File: src/rtl/game_pkg.sv
// Shared definitions for the 3x3 game board: sizes, move-issue FSM states and
// the index-to-one-hot helper used by the move issuer and the display logic.
package game_pkg;

  localparam int N_SQUARES = 9;
  localparam int CURSOR_W  = 4;

  typedef enum logic [2:0] {
    IDLE   = 3'd0,
    CHECK  = 3'd1,
    ISSUE  = 3'd2,
    SETTLE = 3'd3,
    FULL   = 3'd4
  } state_t;

  // Out-of-range indices give an all-zero vector rather than an aliased square.
  function automatic logic [N_SQUARES-1:0] onehot9(input logic [CURSOR_W-1:0] idx);
    logic [N_SQUARES-1:0] vec;
    vec = '0;
    for (int i = 0; i < N_SQUARES; i++) begin
      if (idx == CURSOR_W'(i)) begin
        vec[i] = 1'b1;
      end else begin
        vec[i] = 1'b0;
      end
    end
    return vec;
  endfunction

endpackage

File: src/rtl/btn_edge_sync.sv
// Button synchronizer (SYNC_STAGES flops, at least 2) followed by a registered
// rising-edge detector: one press gives one single-cycle pulse.
module btn_edge_sync #(
  parameter int SYNC_STAGES = 2
) (
  input  logic clk,
  input  logic reset,
  input  logic btn,
  output logic pulse
);

  logic [SYNC_STAGES-1:0] sync_r;
  logic                   last_r;
  logic                   pulse_r;

  // Synchronizer chain, previous-level flop and registered edge pulse.
  always_ff @(posedge clk or posedge reset) begin
    if (reset) begin
      sync_r  <= '0;
      last_r  <= 1'b0;
      pulse_r <= 1'b0;
    end else begin
      sync_r  <= {sync_r[SYNC_STAGES-2:0], btn};
      last_r  <= sync_r[SYNC_STAGES-1];
      pulse_r <= sync_r[SYNC_STAGES-1] & ~last_r;
    end
  end

  assign pulse = pulse_r;

endmodule

File: src/rtl/move_issuer.sv
// Move-entry front end: cursor over nine squares, occupancy check against the
// accumulator read-back, one-cycle one-hot move pulse, turn and move counting.
module move_issuer #(
  parameter int N_SQUARES   = 9,
  parameter int SYNC_STAGES = 2
) (
  input  logic                 clk,
  input  logic                 reset,
  input  logic                 btn_next,
  input  logic                 btn_prev,
  input  logic                 btn_select,
  input  logic [N_SQUARES-1:0] posiciones,
  output logic [N_SQUARES-1:0] cuadros,
  output logic [3:0]           cursor,
  output logic [N_SQUARES-1:0] cursor_onehot,
  output logic                 turn,
  output logic [3:0]           move_count,
  output logic                 board_full,
  output logic                 reject
);

  import game_pkg::*;

  localparam logic [3:0] LAST_SQ   = 4'(N_SQUARES - 1);
  localparam logic [3:0] MAX_MOVES = 4'(N_SQUARES);

  logic next_e;
  logic prev_e;
  logic sel_e;

  state_t               state_r,   state_s;
  logic [3:0]           cursor_r,  cursor_s;
  logic [N_SQUARES-1:0] onehot_r,  onehot_s;
  logic [N_SQUARES-1:0] target_r,  target_s;
  logic [N_SQUARES-1:0] cuadros_r, cuadros_s;
  logic                 reject_r,  reject_s;
  logic                 turn_r,    turn_s;
  logic [3:0]           count_r,   count_s;
  logic                 full_r,    full_s;

  btn_edge_sync #(.SYNC_STAGES(SYNC_STAGES)) u_sync_next (
    .clk   (clk),
    .reset (reset),
    .btn   (btn_next),
    .pulse (next_e)
  );

  btn_edge_sync #(.SYNC_STAGES(SYNC_STAGES)) u_sync_prev (
    .clk   (clk),
    .reset (reset),
    .btn   (btn_prev),
    .pulse (prev_e)
  );

  btn_edge_sync #(.SYNC_STAGES(SYNC_STAGES)) u_sync_sel (
    .clk   (clk),
    .reset (reset),
    .btn   (btn_select),
    .pulse (sel_e)
  );

  // Next-state and next-output logic; the move pulse is loaded on CHECK->ISSUE
  // so that the registered cuadros is high exactly while the FSM sits in ISSUE.
  always_comb begin
    state_s   = state_r;
    cursor_s  = cursor_r;
    target_s  = target_r;
    cuadros_s = '0;
    reject_s  = 1'b0;
    turn_s    = turn_r;
    count_s   = count_r;
    full_s    = full_r;
    case (state_r)
      IDLE: begin
        if (sel_e) begin
          target_s = onehot9(cursor_r);
          state_s  = CHECK;
        end else if (next_e && !prev_e) begin
          cursor_s = (cursor_r == LAST_SQ) ? 4'd0 : cursor_r + 4'd1;
        end else if (prev_e && !next_e) begin
          cursor_s = (cursor_r == 4'd0) ? LAST_SQ : cursor_r - 4'd1;
        end else begin
          cursor_s = cursor_r;
        end
      end
      CHECK: begin
        if ((target_r & posiciones) != '0) begin
          reject_s = 1'b1;
          state_s  = IDLE;
        end else begin
          cuadros_s = target_r;
          state_s   = ISSUE;
        end
      end
      ISSUE: begin
        turn_s  = ~turn_r;
        count_s = count_r + 4'd1;
        state_s = SETTLE;
      end
      SETTLE: begin
        if (count_r == MAX_MOVES) begin
          full_s  = 1'b1;
          state_s = FULL;
        end else begin
          state_s = IDLE;
        end
      end
      FULL: begin
        full_s  = 1'b1;
        state_s = FULL;
      end
      default: begin
        state_s = IDLE;
      end
    endcase
    onehot_s = onehot9(cursor_s);
  end

  // State register and registered outputs.
  always_ff @(posedge clk or posedge reset) begin
    if (reset) begin
      state_r   <= IDLE;
      cursor_r  <= 4'd0;
      onehot_r  <= {{(N_SQUARES-1){1'b0}}, 1'b1};
      target_r  <= '0;
      cuadros_r <= '0;
      reject_r  <= 1'b0;
      turn_r    <= 1'b0;
      count_r   <= 4'd0;
      full_r    <= 1'b0;
    end else begin
      state_r   <= state_s;
      cursor_r  <= cursor_s;
      onehot_r  <= onehot_s;
      target_r  <= target_s;
      cuadros_r <= cuadros_s;
      reject_r  <= reject_s;
      turn_r    <= turn_s;
      count_r   <= count_s;
      full_r    <= full_s;
    end
  end

  assign cuadros       = cuadros_r;
  assign cursor        = cursor_r;
  assign cursor_onehot = onehot_r;
  assign turn          = turn_r;
  assign move_count    = count_r;
  assign board_full    = full_r;
  assign reject        = reject_r;

endmodule
File: config.mk
export PLATFORM = sky130hd
export DESIGN_NAME = move_issuer
export DESIGN_NICKNAME = d
export VERILOG_FILES = /design/src/rtl/game_pkg.sv /design/src/rtl/btn_edge_sync.sv /design/src/rtl/move_issuer.sv
export SDC_FILE = /design/constraint.sdc
export NUM_CORES = 1
export LEC_CHECK = 0
export ABC_AREA = 1
export BUFFER_PORTS_ARGS = -buffer_cell sky130_fd_sc_hd__buf_4
export CAP_MARGIN = 15
export CORE_MARGIN = 1.5
export CORE_UTILIZATION = 35
export DETAILED_ROUTE_END_ITERATION = 8
export PLACE_DENSITY = 0.58
export SKIP_CTS_REPAIR_TIMING = 1
export SYNTH_ARGS = -nofsm -noshare
export SYNTH_HDL_FRONTEND = slang
export SYNTH_HIERARCHICAL = 1
export SYNTH_SLANG_ARGS = --single-unit
File: constraint.sdc
create_clock -name clk -period 2.8 [get_ports clk]
set_input_delay 0.28 -clock clk [delete_from_list [all_inputs] [get_ports clk]]
set_output_delay 0.28 -clock clk [all_outputs]
set_load 0.03 [all_outputs]
==> out/qor.yml, run 1 <==
floorplan:
  die_h_um: 83.5
  core_area_um2: 6310
  io_pins: 43
  dieWidth_um: 83.5
  rows: 29
  start_util_pct: 35.9
  dieArea_um2: 6970
detailed_routing:
  drtPass1Iterations: 4
  drc: 0
  vias_per_cell: 4.45
  post_drt_wl_per_cell_um: 11.2
  finalWirelength_mm: 3.90
  vias: 1544
  drt-initial-drc-count: 102
  final_antenna_net_count: 0
layout:
  nNetsFinal: 289
  drive_gt1_share_pct: 33.7
  area_delta_synth_final_pct: 22.3
  n_antenna_cell: 0
  mostFrequentLayoutCells: "dfrtp_1, buf_4, nand2_1"
  final_common_cell: "dfrtp_1"
worst_setup_path:
  crit_chain: "inv_1 -> ha_1 -> nand2_2 -> nor2_4 -> nor2_2 -> nand2_2 -> nand2_2 -> o21ai_4 -> inv_4 -> nand2_4 -> nor2_2"
  r2r_end: "cursor_onehot[6]"
  timing.rr.start: "cursor[0]"
  critPathMaxFanout: 6
  path_class: "reg -> reg"
  crit_path_frequent_cell: "nand2_2"
  crit_arrival_ns: 2.00
  crit_slowest_cell: "dfrtp_1"
  critPathLaunchType: "flop"
  critPathMaxStageDelay_ns: 0.45
  critPathRequiredTime_ns: 3.00
  r2r_setup_slack_ns: 0.99
  crit_path_end_kind: "flop"
  critPathLaunch: "cursor[0]"
  crit_end: "cursor_onehot[6]"
  rr_worst_depth: 11
job:
  max-cap-violations: 0
synth:
  synth_async_sr_flop_share_pct: 100
  seq_area_frac_synth_pct: 58.6
  ys_ff_latch: 53
  synth_top_area_cell: "dfrtp_1"
  synth_area_leaders: "dfrtp_1, nand2_1, inv_1"
  synth_edf_count: 0
  synthFlopType: "dfrtp_1"
  synth_cells: 220
  synthesis.area_um2: 2270
  yosys_warnings: 6
  yosysTopAreaCellShare_pct: 57.4
  syn_area_per_cell_um2: 10.3
  ys_types: 34
  synth_nets: 240
sta:
  tightest_slew_ns: 0.934
  finalHoldViolations: 0
  finalSetupTns_ns: 0
  rsz0062_at_grt: "no"
  slew_headroom_pct: 37.7
  layout_min_cycle_time_ns: 1.81
  fmaxAchievable_mhz: 554
  setup_viol: 0
  period_share_pct: 64.5
  drv_slew: 0
  clock-skew-final_ns: 0.00655
power:
  peakVddDrop_v: 0.000511
  p_total_mw: 2.82
  leakagePower_nw: 1.36
  power_density_nw_per_um2: 1020
clock_tree:
  cts_num_sinks: 53
  cts_made_buffers: 5
  clkTransAtPathRegs_ns: 0.09
  clock-root-buffer: "clkbuf_8"
  ctsLongestPathBuffers: 2
  clk_latency_ns: 0.30
  cts_tree: "built"
  cts_htree_levels: 2
grt:
  grt_use_total_pct: 12.3
  grt_pass1_vias: 1523
  grt-ovfl-total: 0
  grt_max_degree: 26
  grt_pass1_wl_mm: 7.13
  antenna_found_initial: 0
outcome:
  status: "finished, final reports clean"
place:
  portBuffers: 42
  dp_hpwl_mm: 2.96
  gp_congestion: 0.832
worst_hold_path:
  min_path_type: "in -> reg"
through the flow:
step	cells	hold slack (ns)	instance area [um^2]	util [%]	setup slack, ns
5_1_grt	347	0.0630	2770	43.9	0.831
2_1_floorplan	220	0.0461	2270	-	0.990
6_report	347	0.0797	2770	43.9	0.994
3_5_place_dp	338	0.198	2670	42.3	1.00
3_3_place_gp	338	0.194	2670	42.3	1.05
4_1_cts	346	-0.133	2760	43.8	0.979
final cells by class:
type                    count  area, um^2
clock buffers               5        68.8
clock inverters             3        22.5
fillers                   652        3540
inverters                  34         130
multi-input cells         131         795
flip-flops and latches     53        1330
well taps                  77        96.3
repair buffers             44         333
worst max-delay path: cells and delay by family, from the launching register on:
family	cells	cell delay (ns)
simple gates	7	0.53
flops	1	0.45
fa+ha+maj	1	0.29
buf+inv	2	0.21
compound gates	1	0.21
where the power goes:
| part | leakage (nW) | internal, mW | switching [mW] |
|---|---|---|---|
| clock network | 0.0364 | 0.176 | 0.251 |
| registers | 0.681 | 0.958 | 0.182 |
| logic | 0.641 | 0.449 | 0.805 |
| total | 1.36 | 1.58 | 1.24 |
cells in the mapped netlist (3+ instances only):
| cell type | n |
|---|---|
| nand2_1 | 35 |
| nand2_2 | 7 |
| o21ai_0 | 5 |
| xnor2_1 | 3 |
| nand3_1 | 12 |
| dfrtp_1 | 52 |
| ha_1 | 6 |
| nand2_4 | 3 |
| inv_2 | 7 |
| a21oi_1 | 4 |
| xor2_1 | 3 |
| nor2_4 | 4 |
| o31ai_1 | 4 |
| nor2_2 | 9 |
| inv_1 | 26 |
| nor2_1 | 18 |
state kept, by name, indices dropped and copies added, names as in the netlist, 2 cells and up:
register,cells
cuadros,9
cursor,4
cursor_onehot,9
target_r,9
u_sync_sel/sync_r,2
u_sync_prev/sync_r,2
state_r,3
move_count,4
u_sync_next/sync_r,2
worst min path at each step:
stage	startpoint	to	slack, ns	cells after the start
floorplan	reset	u_sync_next/last_r	0.05	1
global placement	reset	u_sync_prev/sync_r[0]	0.19	2
detailed placement	reset	u_sync_prev/sync_r[0]	0.20	2
CTS	reset	u_sync_prev/last_r	-0.13	2
global route	btn_prev	u_sync_prev/sync_r[0]	0.06	1
finish	btn_prev	u_sync_prev/sync_r[0]	0.08	1
routing by layer:
metal	share of wire, %	global-route usage [%]	wire length [um]	up-vias
li1	-	-	-	783
met1	49	17.6	1900	725
met2	46	18.8	1790	33
met3	5.3	3.56	205	3
met4	0.38	2.83	15	0
met5	0	0	0	-
cells by family (layout without fill, tap and decap cells):
family | count (synthesis) | count (layout) | synth area share [%]
flops | 53 | 53 | 58.6
buf+inv | 36 | 86 | 6.40
fa+ha+maj | 6 | 6 | 3.31
xor+xnor | 6 | 6 | 2.32
simple gates | 97 | 97 | 22.7
compound gates | 22 | 22 | 6.68
Power figures use the tool's default switching activity.
==> run 2, diff against run 1 <==
==> constraint.sdc (replaced) <==
create_clock -name clk -period 1.9 [get_ports clk]
set_input_delay 0.19 -clock clk [delete_from_list [all_inputs] [get_ports clk]]
set_output_delay 0.19 -clock clk [all_outputs]
set_load 0.03 [all_outputs]
==> out/qor.yml, run 2 (synthesis gave the netlist of run 1 again) <==
outcome:
  status: "finished, final reports clean"
sta:
  period_share_pct: 89.5  # +25 points
  clock-skew-final_ns: 0.00606  # -0.000486 ns
  setup_viol: 0  # unchanged
  drv_slew: 0  # unchanged
  finalHoldViolations: 0  # unchanged
  finalSetupTns_ns: 0  # unchanged
  rsz0062_at_grt: "no"
  slew_headroom_pct: 64.8  # +27 points
  tightest_slew_ns: 0.528  # -0.406 ns
  layout_min_cycle_time_ns: 1.70  # -0.106 ns
  finalWorstSetupSlack_ns: 0.200  # -0.794 ns
  fmaxAchievable_mhz: 588  # +6.2%
layout:
  multi_input_area_um2: 795  # unchanged
  area_delta_synth_final_pct: 24.1
  drive_gt1_share_pct: 33.2  # -0.49 points
  seq_area_um2: 1330  # unchanged
  nNetsFinal: 294  # +1.7%
  final_cells: 351  # +1.2%
  final_common_cell: "dfrtp_1"
  utilization_pct: 44.6  # +0.63 points
  n_antenna_cell: 0  # unchanged
  mostFrequentLayoutCells: "dfrtp_1, buf_4, nand2_1"
  fill_cells: 651  # -0.15%
floorplan:
  start_util_pct: 35.9  # unchanged
  rows: 29  # unchanged
  dieArea_um2: 6970  # unchanged
  dieWidth_um: 83.5  # unchanged
  core_area_um2: 6310  # unchanged
  die_h_um: 83.5  # unchanged
  io_pins: 43  # unchanged
place:
  pre_cts_ws_ns: 0.200  # -0.802 ns
  placed_cells: 340  # +0.59%
  portBuffers: 42  # unchanged
  gp_congestion: 0.816  # -1.8%
  dp_hpwl_mm: 2.87  # -2.9%
grt:
  antenna_found_initial: 0  # unchanged
  grt_max_degree: 42  # +62%
  grt_use_total_pct: 12.5  # +0.20 points
  grt-ovfl-total: 0  # unchanged
  grt_pass1_vias: 1523  # unchanged
  grt_pass1_wl_mm: 7.09  # -0.58%
power:
  combPwrFrac_pct: 45.5  # +1.0 points
  p_total_mw: 4.18  # +48%
  power_frac_seq_pct: 39.5  # -0.9 points
  intPower_mw: 2.39  # +51%
  power_density_nw_per_um2: 1490  # +46%
  power.switching_mw: 1.79  # +45%
  swShare_pct: 42.8  # -1.1 points
  clkPwrFrac_pct: 15.0  # about the same
  peakVddDrop_v: 0.000720  # +41%
  leakagePower_nw: 1.39  # +2.2%
worst_setup_path:
  critPathMaxStageDelay_ns: 0.38  # -0.07 ns
  crit_path_frequent_cell: "nand2_2"
  critPathMaxFanout: 6  # unchanged
  r2r_setup_slack_ns: 0.20  # -0.79 ns
  crit_buf_inv: 2  # unchanged
  path_class: "reg -> reg"
  critPathRequiredTime_ns: 2.10  # -0.90 ns
  crit_chain: "inv_1 -> ha_1 -> nand2_2 -> nor2_4 -> nor2_2 -> nand2_2 -> nand2_2 -> o21ai_4 -> inv_4 -> nand2_4 -> nor2_2"
  crit_arrival_ns: 1.90  # -0.10 ns
  cp_top_family: "simple AND/OR/NAND/NOR gates"
  critPathLaunchType: "flop"
  crit_path_end_kind: "flop"
  crit_slowest_cell: "dfrtp_1"
detailed_routing:
  post_drt_wl_per_cell_um: 11.0  # -2.0%
  drt-initial-drc-count: 82  # -20%
  drtPass1Iterations: 4  # unchanged
  finalWirelength_mm: 3.87  # -0.85%
  vias_per_cell: 4.42  # -0.76%
  drc: 0  # unchanged
  final_antenna_net_count: 0  # unchanged
  vias: 1550  # +0.39%
clock_tree:
  cts_tree: "built"
  cts_htree_levels: 2  # unchanged
  cts_num_sinks: 53  # unchanged
  clock-root-buffer: "clkbuf_8"
  cts_made_buffers: 5  # unchanged
  clk_latency_ns: 0.30  # about the same
  clkTransAtPathRegs_ns: 0.09  # about the same
  ctsLongestPathBuffers: 2  # unchanged
job:
  max-cap-violations: 0  # unchanged
worst_hold_path:
  min_path_type: "in -> reg"
-- run 2: final timing paths --
| kind | depth (start not counted) | end | startpoint |
|---|---|---|---|
| max in group asynchronous | 4 | cursor_onehot[0] | reset |
| hold reg to reg | 0 | u_sync_sel/sync_r[1] | u_sync_sel/sync_r[0] |
| setup / recovery | 11 | cursor_onehot[5] | cursor[0] |
| hold / removal | 3 | reject | posiciones[4] |
| min in group asynchronous | 3 | u_sync_prev/sync_r[0] | reset |
| setup reg to reg | 11 | cursor_onehot[5] | cursor[0] |
-- run 2: per-stage QoR --
step | hold WS, ns | instance area (um^2)
after global routing | 0.257 | 2810
final | 0.217 | 2810
after floorplan | -0.0439 | 2270
after detailed placement | 0.107 | 2690
after global placement | 0.104 | 2690
after CTS | -0.226 | 2770
-- run 2: worst reg2reg max path: cells and delay by family (launching register included) --
family	cells	cell delay, ns
AO/OA/AOI/OAI	1	0.22
adder cells (fa/ha/maj)	1	0.28
buffers and inverters	2	0.19
flip-flops	1	0.38
AND/OR/NAND/NOR	7	0.54
-- run 2: power groups by stage --
stage          clock, mW  sequential (mW)  combinational, mW
2_1_floorplan          0             1.99               1.05
3_3_place_gp           0             1.68               1.90
3_5_place_dp           0             1.68               1.92
4_1_cts            0.656             1.66               1.93
5_1_grt            0.702             1.70               2.13
6_report           0.626             1.65               1.90
-- run 2: final cells by class --
type,count,share of cell area (%)
flip-flops and latches,53,47.2
inverters,34,4.63
clock buffers,7,3.07
multi-input cells,131,28.2
well taps,77,3.43
repair buffers,49,13.4
-- run 2: per-layer routing --
metal	share of wire, %	global-route usage (%)
met1	48	17.9
met2	45	19.1
met3	5.6	2.97
met4	0.93	4.02
met5	0	0
